## config.mk

```make
export PLATFORM = sky130hd
export DESIGN_NAME = decode_stage
export DESIGN_NICKNAME = d
export VERILOG_FILES = /design/src/rtl/decode_stage.sv
export SDC_FILE = /design/constraint.sdc
export NUM_CORES = 1
export LEC_CHECK = 0
export BUFFER_PORTS_ARGS = -buffer_cell sky130_fd_sc_hd__buf_2
export CORE_UTILIZATION = 56
export CTS_CLUSTER_DIAMETER = 40
export DETAILED_ROUTE_END_ITERATION = 6
export PLACE_DENSITY = 0.82
export SKIP_CTS_REPAIR_TIMING = 1
export SLEW_MARGIN = 5
export SYNTH_ARGS = -nofsm -noshare
export SYNTH_HDL_FRONTEND = slang
export SYNTH_SLANG_ARGS = --single-unit
```

## constraint.sdc

```tcl
create_clock -name clk -period 2.4 [get_ports clk]
set_input_delay 0.12 -clock clk [delete_from_list [all_inputs] [get_ports clk]]
set_output_delay 0.12 -clock clk [all_outputs]
set_load 0.01 [all_outputs]
```

## src/rtl/decode_stage.sv

```systemverilog
// Decode stage: combinational 16-bit instruction decode feeding a two-entry
// skid buffer (output register O, skid register S) with a registered fetch hold.
module decode_stage #(
  parameter int              PC_W   = 16,
  parameter logic [PC_W-1:0] NOP_PC = 16'hFFFF
) (
  input  logic            clk,
  input  logic            CPU_RESET_n,
  input  logic            in_valid,
  input  logic [15:0]     instruction,
  input  logic [PC_W-1:0] pc_in,
  input  logic            stall,
  input  logic            flush,
  output logic            fetch_hold,
  output logic            out_valid,
  output logic [2:0]      execute_op,
  output logic [3:0]      arg_0,
  output logic [3:0]      arg_1,
  output logic [2:0]      dest,
  output logic [5:0]      imm,
  output logic [PC_W-1:0] pc_out,
  output logic            illegal
);

  typedef enum logic [1:0] {EMPTY, ONE, TWO} state_t;

  typedef struct packed {
    logic [2:0]      op;
    logic [3:0]      a0;
    logic [3:0]      a1;
    logic [2:0]      dest;
    logic [5:0]      imm;
    logic            ill;
    logic [PC_W-1:0] pc;
  } bundle_t;

  localparam logic [2:0] OP_ADD = 3'd0;
  localparam logic [2:0] OP_SUB = 3'd1;
  localparam logic [2:0] OP_LD  = 3'd2;
  localparam logic [2:0] OP_ST  = 3'd3;
  localparam logic [2:0] OP_NOP = 3'd4;

  localparam bundle_t IDLE = '{op: OP_NOP, a0: '0, a1: '0, dest: '0, imm: '0,
                               ill: 1'b0, pc: NOP_PC};

  state_t  state_q, state_d;
  bundle_t o_q, o_d, s_q, s_d, dec;
  logic    hold_d;
  logic    accept;

  always_comb begin
    dec    = IDLE;
    dec.pc = pc_in;
    unique case (instruction[15:12])
      4'd0, 4'd1: begin
        dec.op   = (instruction[15:12] == 4'd0) ? OP_ADD : OP_SUB;
        dest_fields: begin
          dec.dest = instruction[11:9];
          dec.a0   = {1'b0, instruction[8:6]};
          dec.a1   = {1'b0, instruction[5:3]};
        end
      end
      4'd2, 4'd3: begin
        dec.op   = (instruction[15:12] == 4'd2) ? OP_LD : OP_ST;
        dec.dest = instruction[11:9];
        dec.a0   = {1'b0, instruction[8:6]};
        dec.a1   = 4'h8;
        dec.imm  = instruction[5:0];
      end
      4'd4:    dec.op = OP_NOP;
      default: dec.ill = 1'b1;
    endcase
  end

  always_ff @(posedge clk or negedge CPU_RESET_n) begin
    if (!CPU_RESET_n) begin
      state_q    <= EMPTY;
      o_q        <= IDLE;
      s_q        <= IDLE;
      fetch_hold <= 1'b0;
    end else begin
      state_q    <= state_d;
      o_q        <= o_d;
      s_q        <= s_d;
      fetch_hold <= hold_d;
    end
  end

  // In TWO the fetcher is already held, so any in_valid seen there is dropped.
  always_comb begin
    accept  = in_valid & ~flush;
    state_d = state_q;
    o_d     = o_q;
    s_d     = s_q;
    if (flush) begin
      state_d = EMPTY;
    end else begin
      unique case (state_q)
        EMPTY: if (accept) begin
          o_d     = dec;
          state_d = ONE;
        end
        ONE: begin
          if (!stall) begin
            if (accept) o_d = dec;
            else        state_d = EMPTY;
          end else if (accept) begin
            s_d     = dec;
            state_d = TWO;
          end
        end
        TWO: if (!stall) begin
          o_d     = s_q;
          state_d = ONE;
        end
        default: state_d = EMPTY;
      endcase
    end
    hold_d = ~flush & ((state_d == TWO) | ((state_q == ONE) & stall));
  end

  always_comb begin
    out_valid  = (state_q != EMPTY);
    execute_op = out_valid ? o_q.op   : IDLE.op;
    arg_0      = out_valid ? o_q.a0   : IDLE.a0;
    arg_1      = out_valid ? o_q.a1   : IDLE.a1;
    dest       = out_valid ? o_q.dest : IDLE.dest;
    imm        = out_valid ? o_q.imm  : IDLE.imm;
    pc_out     = out_valid ? o_q.pc   : IDLE.pc;
    illegal    = out_valid ? o_q.ill  : IDLE.ill;
  end

endmodule

```

== Word-level counts from Yosys, hierarchy flattened ==
Cells that the tools add are included.

* Reduce and logical (&&, ||, !) cells: 9
* Bitwise logic cells: 5
* Mux-type cells: 24
* Equality and inequality tests: 9

{| class="wikitable"
|+ Operators with widths
! operator !! count
|-
| 37-bit two-way mux || 3
|-
| 37-bit one-hot mux with 3 select lines || 1
|-
| 10-bit one-hot mux with 2 select lines || 1
|-
| 16-bit two-way mux || 1
|-
| 2-bit two-way mux || 6
|-
| 6-bit two-way mux || 2
|-
| 4-bit by 2-bit == test with 1-bit output (second input constant) || 2
|-
| 4-bit two-way mux || 2
|-
| 4-bit AND reduction || 2
|-
| 3-bit two-way mux || 2
|-
| 2-bit one-hot mux with 3 select lines || 1
|-
| 3-bit one-hot mux with 2 select lines || 1
|-
| 5-bit OR reduction || 1
|-
| 2-bit == test (second input constant) || 2
|-
| 4-bit by 1-bit == test with 1-bit output (second input constant) || 1
|-
| 4-bit by 3-bit == test with 1-bit output (second input constant) || 1
|-
| 4-bit logical NOT || 1
|-
| 1-bit two-way mux || 4
|-
| 2-bit != test (second input constant) || 2
|-
| 2-bit OR reduction || 2
|-
| 1-bit bitwise AND || 3
|-
| 3-bit nonzero test || 1
|-
| 2-bit by 1-bit == test with 1-bit output (second input constant) || 1
|-
| 2-bit logical NOT || 1
|-
| other kinds (3) || 3
|}

* Output and inout bits: 39
* Flip-flop bits (word level): 77

== Logic depth before layout (Yosys ltp) ==
Gate-level depths: netlist of run 1.

* Depth after elaboration: 9
* Gate-level depth with buffers: 6

== Least setup slack after synthesis of run 1 ==
Ideal clock, no wire load.

* Path kind: reg2reg
* Start point: register state_q[0]
* End point: register o_q[23] in the netlist's numbering
* Buffers on the path: 1
* Stages on the path, launching flop included: 6
* Data arrival time: 1.390 ns
* Period minus slack after synthesis: 1.515 ns
* Slack: 0.885 ns
* Required time: 2.275 ns
* Path through: dfrtp_1 > nand2b_4 > a2bb2oi_2 > nor2_4 > buf_6 > mux2_2

* Cells in the longest elaborated chain, start to end: 3
* Elaborated cells on any way between the ends: 8

{| class="wikitable"
|+ Ends and longest elaborated chain
! what !! line !! RTL
|-
| start, declared || 46 || <nowiki>state_t state_q, state_d;</nowiki>
|-
| start signal, assigned || 82 || <nowiki>state_q <= state_d;</nowiki>
|-
| 2-bit == test (tied with other cells) || 98 || <nowiki>unique case (state_q)</nowiki>
|-
| 2-bit != test (no line) or 3-bit nonzero test (tied branches) || n/a ||
|-
| 4-bit AND reduction (no line) || n/a ||
|-
| end signal, assigned || 78 || <nowiki>o_q <= IDLE;</nowiki>
|-
| end signal, assigned || 83 || <nowiki>o_q <= o_d;</nowiki>
|-
| end, declared || 47 || <nowiki>bundle_t o_q, o_d, s_q, s_d, dec;</nowiki>
|}

Parallel ways exist; a longest one is shown, timed or not.
A chain may end at the register's enable or synchronous reset.

== Worst setup path in the final report of run 1 ==
* Start point: register state_q[0]
* End point: register o_q[18] in the netlist's numbering

Same word-level chain as after synthesis.

==> impl_metrics.toml, run 1 <==
[logic_synthesis]
synth.most_common_cell = "nand2_1"
yosysTopAreaCellShare_pct = 27.5
synthXorXnorAreaFrac_pct = 0.247
yosys-top-cells-area = "dfrtp_1, dfstp_2, mux2_2"
yosys.area_share.simple_pct = 19.6
syn_area_um2 = 3550
synthMuxAreaShare_pct = 16.5
yosysSeqAreaShare_pct = 52.7
synth_compound_area_share_pct = 6.52
synth_seq_cells = 73
syn_area_per_cell_um2 = 10.3
synthAdderAreaFrac_pct = 0
synthArstFlopShare_pct = 100
yosys-top-cells-count = "nand2_1, mux2_2, dfrtp_1"
synthesis.nets = 382
yosysUniqueCellTypes = 28
postSynthCellCount = 345
synth_top_family_by_area = "simple AND/OR/NAND/NOR gates"
synth-edff-count = 0
synth_area_leader_cell = "dfrtp_1"
yosysWarnings = 0
synthFlopType = "dfrtp_1"

[timing]
slew_violations = 0
finalSetupViolCount = 0
fin_crit_sh_pct = 76.1
hold_viol = 0
relSlewSlack_pct = 49.6
rsz0062_at_grt = "false"
tightest_slew_ns = 0.756
tns_ns = 0
max_freq_ghz = 0.547
fin_skew_ns = 0.00887
finalCriticalPeriod_ns = 1.83

[cts]
clock_latency_ns = 0.34
clk_pin_slew_ns = 0.07
cts_tree = "done"
clkSinkCount = 73
cts_buffers = 9
htree_levels = 3
cts-root-buf = "clkbuf_8"
cts_buffer_depth = 2

[detailed_routing]
drt_wl_total_mm = 7.18
drtIter0Drc = 205
drc = 0
postRouteAntennaNets = 0
first_pass_iters = 4
vias = 2598
via_per_inst = 5.23
routedWlPerCell_um = 14.4

[worst_setup_path]
r2r_slack_ns = 0.57
cp-endpoint = "o_q[18]"
cp-end-kind = "flop"
cp.required_ns = 2.62
critPathArrivalTime_ns = 2.05
r2r-start = "state_q[0]"
reg2reg_depth = 5
reg2reg_to = "o_q[18]"
cp_max_fo = 22
startpoint = "state_q[0]"
critPathLaunchType = "flop"
critPathKind = "reg -> reg"

[die]
rows = 28
die_y_um = 81.6
io_pins = 76
core_region_area_um2 = 6030
start_util_pct = 58.9
dieArea_um2 = 6660
dieWidth_um = 81.6

[finish]
diodes = 0
syn_to_final_growth_pct = 17.5
nNetsFinal = 454
fin_cells = 497
drive_gt1_share_pct = 48.3

[status]
status = "complete, no violations"

[power]
leakage_nw = 1.94
p_per_area_nw_per_um2 = 745
power_mw = 3.11
ir_drop_uv = 474

[hold_path]
hp-class = "in -> reg"
min_path_cells = 2

[run]
timing.max_cap.violations = 0

[grt]
grt_util_met3_pct = 4.78
antenna_found_initial = 0
grt_util_all_layers_pct = 23.9
grt_max_degree = 41
grt_use_met2_pct = 39.5
grt_overflow = 0
grt_pass1_vias = 2522
grt-busiest-layer = "met2"
grtUsageMet1_pct = 31.2
grt_pass1_wl_mm = 11.8

[placed_design]
portBuffers = 74
hpwl_mm = 5.05
place_inst = 480
gp_congestion = 0.814
[layout make-up]
type	instances	area, µm²
clock buffer	13	159
tap	75	93.8
inverter	1	3.75
multi-input combinational	247	1540
timing repair buffer	85	468
fill	470	1860
sequential	73	1870
clock inverter	3	40.0
[worst max-delay path, stage by stage, from the launching register on]
cell and delay, ns:
dfrtp_1 0.46, nand2b_4 0.29, a2bb2oi_2 0.19, nor2_4 0.09, buf_4 0.29, mux2_2 0.38
[logic make-up after synthesis]
family	count (synthesis)
buf+inv	25
mux	51
flops	73
compound gates	43
simple gates	151
xor+xnor	1
other cells	1
[routing by layer]
| layer | part of all wire (%) | vias up |
|---|---|---|
| li1 | - | 1276 |
| met1 | 43 | 1243 |
| met2 | 51 | 68 |
| met3 | 4.3 | 11 |
| met4 | 1.8 | 0 |
| met5 | 0 | - |
[flip-flops by register name, indices dropped and copies added (netlist names)]
name	count
state_q	2
s_q	35
fetch_hold	1
o_q	35
[worst min path at each step]
| stage | end | from | slack (ns) |
|---|---|---|---|
| 4_1_cts | o_q[32] | CPU_RESET_n | -0.13 |
| 5_1_grt | state_q[0] | flush | 0.01 |
| 3_5_place_dp | o_q[32] | CPU_RESET_n | 0.23 |
| 3_3_place_gp | o_q[32] | CPU_RESET_n | 0.22 |
| 6_report | state_q[0] | flush | 0.02 |
| 2_1_floorplan | fetch_hold | CPU_RESET_n | -0.18 |
[power by group]
| group | total, mW | internal (mW) | switching [mW] |
|---|---|---|---|
| Sequential | 1.65 | 1.54 | 0.106 |
| Clock | 0.962 | 0.535 | 0.427 |
| Combinational | 0.500 | 0.269 | 0.231 |
| Total | 3.11 | 2.34 | 0.764 |
[layout by cell type, fill, tap and decap left out, types with 2 or more instances in the layout]
cell      instances
clkbuf_1          2
nand2b_1          2
buf_2            74
or2_2            17
buf_4             9
mux2_4            3
clkbuf_8         11
dfstp_2          34
a21oi_1           2
nand3_1           6
clkinv_2          2
dfrtp_1          39
mux2_2           47
o21ai_0          38
nor2b_1          19
nor2_1            4
nand2_1          97
[stage by stage]
step	area [µm²]	util [%]	hold WS (ns)	setup slack, ns
floorplan	3550	-	-0.176	0.885
CTS	4160	69.0	-0.132	0.565
detailed placement	3960	65.7	0.226	0.568
global route	4170	69.2	0.0130	0.473
finish	4170	69.2	0.0155	0.573
global placement	3960	65.7	0.217	0.638
Note: power is estimated with default switching activity, not from simulation.
==> run 2: changes to the inputs <==
Settings changed: CORE_UTILIZATION 56 to 54, PLACE_DENSITY 0.82 to 0.79.
Clock period 2.4 ns to 1.7 ns, I/O delays scaled along.
==> run 2 against run 1 <==
  * The run now ends with hold timing left
  * Global-route usage decreased by 0.32 points
  * Combinational power increased by 47%
  * Design area increased by 2.2%
  * Die area increased by 3.6%
  * Wire length increased by 3.4%
  * Total power increased by 36%
  * Clock skew decreased by 0.0013 ns
  * Maximum frequency increased by 16%
  * Hold slack got worse by 0.019 ns
  * Clock power increased by 20%
==> impl_metrics.toml, run 2 (synthesized netlist as in run 1, its figures left out) <==
[status]
status = "finished with violations"
violations = "hold timing"

[die]
die_y_um = 83.1
io_pins = 76
dieArea_um2 = 6900
rows = 29
core_region_area_um2 = 6350
start_util_pct = 55.9
dieWidth_um = 83.1

[finish]
reg_top3 = "o_q (35), s_q (35), state_q (2)"
fin_util_pct = 67.1
diodes = 0
syn_to_final_growth_pct = 20.0
fin_cells = 507
final_common_cell = "nand2_1"
nNetsFinal = 462
layout_common_cells = "nand2_1, buf_2, mux2_2, o21ai_0, dfrtp_1"
fillers = 476
drive_gt1_share_pct = 47.4

[placed_design]
gp_congestion = 0.742
hpwl_mm = 5.06
place_inst = 484
portBuffers = 74

[grt]
grt_util_all_layers_pct = 23.6
grt_pass1_wl_mm = 12.9
grt_max_degree = 44
antenna_found_initial = 0
grt_pass1_vias = 2641
grt_overflow = 0

[timing]
tightest_slew_ns = 0.508
slew_violations = 0
hold_viol = 3
finalCriticalPeriod_ns = 1.57
finalSetupViolCount = 0
rsz0062_at_grt = "false"
fin_crit_sh_pct = 92.3
hold-worst-slack_ns = -0.00356
relSlewSlack_pct = 66.1
fin_skew_ns = 0.00759
max_freq_ghz = 0.638

[worst_setup_path]
critPathKind = "reg -> reg"
cp-end-kind = "flop"
cp.required_ns = 1.93
crit_chain = "nand2b_4, a2bb2oi_2, nor2_4, buf_6, mux2_2"
critPathArrivalTime_ns = 1.80
cp_max_fo = 15
critPathLaunchType = "flop"
r2r-start = "state_q[0]"
reg2reg_to = "o_q[25]"
r2r_slack_ns = 0.13
slowest_delay_ns = 0.47
reg2reg_depth = 5
crit_slowest_cell = "dfrtp_2"

[detailed_routing]
vias = 2654
via_per_inst = 5.23
drc = 0
first_pass_iters = 4
wl_met2_mm = 3.56
routedWlPerCell_um = 14.6
route.met3.wl_um = 232
drt-met1-wl_mm = 3.39
postRouteAntennaNets = 0
drtIter0Drc = 160
drt_wl_total_mm = 7.42
top_layer_used = "met4"

[power]
p_per_area_nw_per_um2 = 991
leakage_nw = 1.96
power_mw = 4.22
ir_drop_uv = 500

[cts]
htree_levels = 3
clkSinkCount = 73
cts_buffer_depth = 2
cts_buffers = 9
cts_tree = "done"
clk_pin_slew_ns = 0.07
clock_latency_ns = 0.34
cts-root-buf = "clkbuf_8"

[hold_path]
hold_start = "pc_in[12]"
hp-class = "in -> reg"
min_path_cells = 2
whs_endpoint = "s_q[12]"

[run]
timing.max_cap.violations = 0
==> run 2: area by class of cell <==
class	instances	area, µm²	share of cell area (%)
clock buffer	16	160	3.76
inverter	1	3.75	0.0881
multi-input combinational	247	1540	36.2
sequential	73	1870	43.9
tap	77	96.3	2.26
timing repair buffer	93	587	13.8
==> run 2: worst max path at each step <==
stage,startpoint,end,depth (start not counted)
after floorplan,state_q[0],o_q[23],5
after global placement,state_q[0],o_q[25],5
after detailed placement,state_q[1],o_q[25],5
after CTS,state_q[0],pc_out[0],4
after global routing,state_q[0],pc_out[0],4
final,state_q[0],o_q[25],5
==> run 2: per-stage QoR <==
| stage | TNS [ns] | worst slack, ns | instance area [µm²] |
|---|---|---|---|
| 2_1_floorplan | 0 | 0.185 | 3550 |
| 3_3_place_gp | 0 | 0.113 | 4020 |
| 3_5_place_dp | 0 | 0.0728 | 4020 |
| 4_1_cts | -0.00990 | -0.00487 | 4180 |
| 5_1_grt | 0 | 0.0602 | 4260 |
| 6_report | 0 | 0.132 | 4260 |
==> run 2: metal layers <==
layer  GRT usage, %  vias to the layer above
met4           12.2                        0
li1               -                     1288
met1           32.2                     1284
met2           36.5                       63
met5              0                        -
met3           3.98                       19
==> run 2: report_power, final <==
| part | switching (mW) | internal (mW) | leakage [nW] |
|---|---|---|---|
| registers | 0.154 | 2.18 | 0.882 |
| clock network | 0.578 | 0.575 | 0.0790 |
| logic | 0.335 | 0.402 | 1.00 |
| total | 1.07 | 3.15 | 1.96 |
==> run 2: worst max-delay path, delay by kind of cell (launching register included) <==
family                 cells  cell delay (ns)
flip-flops                 1             0.47
AND/OR/NAND/NOR            2             0.30
AO/OA/AOI/OAI              1             0.14
multiplexers               1             0.34
buffers and inverters      1             0.20
==> run 3: changes to the inputs <==
Settings changed: CTS_CLUSTER_DIAMETER 40 to default, RECOVER_POWER from default to 25.
==> run 3 against run 2 <==
  * The run still ends with hold timing left
  * Sequential share of layout area hardly changed
  * Wire length about the same
  * Hold slack worse by 0.00057 ns
  * Clock skew about the same
  * Utilization is essentially flat
  * Clock power hardly changed
  * Worst setup slack about the same
  * Register-to-register slack barely moved
  * Maximum frequency about the same
  * Non-clock buffer count did not move
  * Critical path depth unchanged
  * Sequential cell count is the same
==> impl_metrics.toml, run 3 (synthesized netlist as in run 1, its figures left out) <==
[finish]
drive_gt1_share_pct = 47.4
multi_input_area_um2 = 1540
seq_area_um2 = 1870
syn_to_final_growth_pct = 20.0
layout_common_cells = "nand2_1, buf_2, mux2_2, o21ai_0, dfrtp_1"
nNetsFinal = 462
final_common_cell = "nand2_1"
fin_cells = 507
reg_top3 = "o_q (35), s_q (35), state_q (2)"
diodes = 0
fillers = 477
fin_util_pct = 67.0

[grt]
grt_pass1_vias = 2641
grt_util_all_layers_pct = 23.6
grt_max_degree = 44
antenna_found_initial = 0
grt_pass1_wl_mm = 12.9
grt_overflow = 0

[power]
power_mw = 4.22
p_per_area_nw_per_um2 = 991
ir_drop_uv = 500
leakage_nw = 1.96

[placed_design]
portBuffers = 74
place_inst = 484
gp_congestion = 0.742
hpwl_mm = 5.06

[detailed_routing]
postRouteAntennaNets = 0
drc = 0
drt_wl_total_mm = 7.43
first_pass_iters = 4
via_per_inst = 5.22
vias = 2649
drtIter0Drc = 160
routedWlPerCell_um = 14.6

[worst_setup_path]
critPathArrivalTime_ns = 1.80
cp.required_ns = 1.93
cp_max_fo = 15
cp-end-kind = "flop"
critPathLaunchType = "flop"
critPathKind = "reg -> reg"

[hold_path]
hp-class = "in -> reg"

[timing]
max_freq_ghz = 0.637
relSlewSlack_pct = 34.1
finalSetupViolCount = 0
rsz0062_at_grt = "false"
fin_crit_sh_pct = 92.3
tns_ns = 0
hold_viol = 3
fin_skew_ns = 0.00808
hold-worst-slack_ns = -0.00412
finalCriticalPeriod_ns = 1.57
slew_violations = 0
tightest_slew_ns = 0.988

[die]
core_region_area_um2 = 6350
dieWidth_um = 83.1
start_util_pct = 55.9
dieArea_um2 = 6900
die_y_um = 83.1
rows = 29
io_pins = 76

[run]
timing.max_cap.violations = 0

[cts]
clock_latency_ns = 0.34
cts-root-buf = "clkbuf_8"
cts_buffers = 9
clk_pin_slew_ns = 0.07
cts_buffer_depth = 2
clkSinkCount = 73
cts_tree = "done"
htree_levels = 3

[status]
status = "finished with violations"
violations = "hold timing"
## run 3: per-layer routing
| layer | vias up | wire, µm | track usage, % |
|---|---|---|---|
| met3 | 17 | 230 | 3.98 |
| met5 | - | 0 | 0 |
| met1 | 1284 | 3400 | 32.2 |
| met2 | 62 | 3590 | 36.5 |
| li1 | 1286 | - | - |
| met4 | 0 | 206 | 12.2 |
## run 3: path summary, 6_finish.rpt
check | startpoint | to | slack (ns) | cells past startpoint
hold / removal | pc_in[12] | s_q[12] | -0.004 | 2
setup reg to reg | state_q[0] | o_q[25] | 0.13 | 5
setup / recovery | state_q[0] | o_q[25] | 0.13 | 5
hold reg to reg | s_q[19] | s_q[19] | 0.48 | 2
min in group asynchronous | CPU_RESET_n | fetch_hold | 0.45 | 2
max in group asynchronous | CPU_RESET_n | s_q[36] | 0.48 | 3
## run 3: worst max-delay path, stage by stage, from the launching register on
cell and delay (ns):
dfrtp_2 0.47, nand2b_4 0.17, a2bb2oi_2 0.14, nor2_4 0.13, buf_6 0.20, mux2_2 0.34
## run 3: final cells by class
cell class	count	area share (%)
multi-input combinational	247	36.2
tap	77	2.26
clock buffer	16	3.76
sequential	73	44.0
timing repair buffer	93	13.7
inverter	1	0.0882
## run 3: power by group
group	total (mW)	switching (mW)	internal (mW)
logic	0.736	0.335	0.401
registers	2.33	0.154	2.18
clock network	1.15	0.580	0.575
## run 3: per-stage QoR
stage | hold WS [ns] | setup slack, ns | cell area [µm²]
2_1_floorplan | -0.211 | 0.185 | 3550
3_3_place_gp | 0.0907 | 0.113 | 4020
3_5_place_dp | 0.0975 | 0.0728 | 4020
4_1_cts | -0.268 | -0.00487 | 4180
5_1_grt | 0.00209 | 0.0602 | 4260
6_report | -0.00412 | 0.131 | 4260
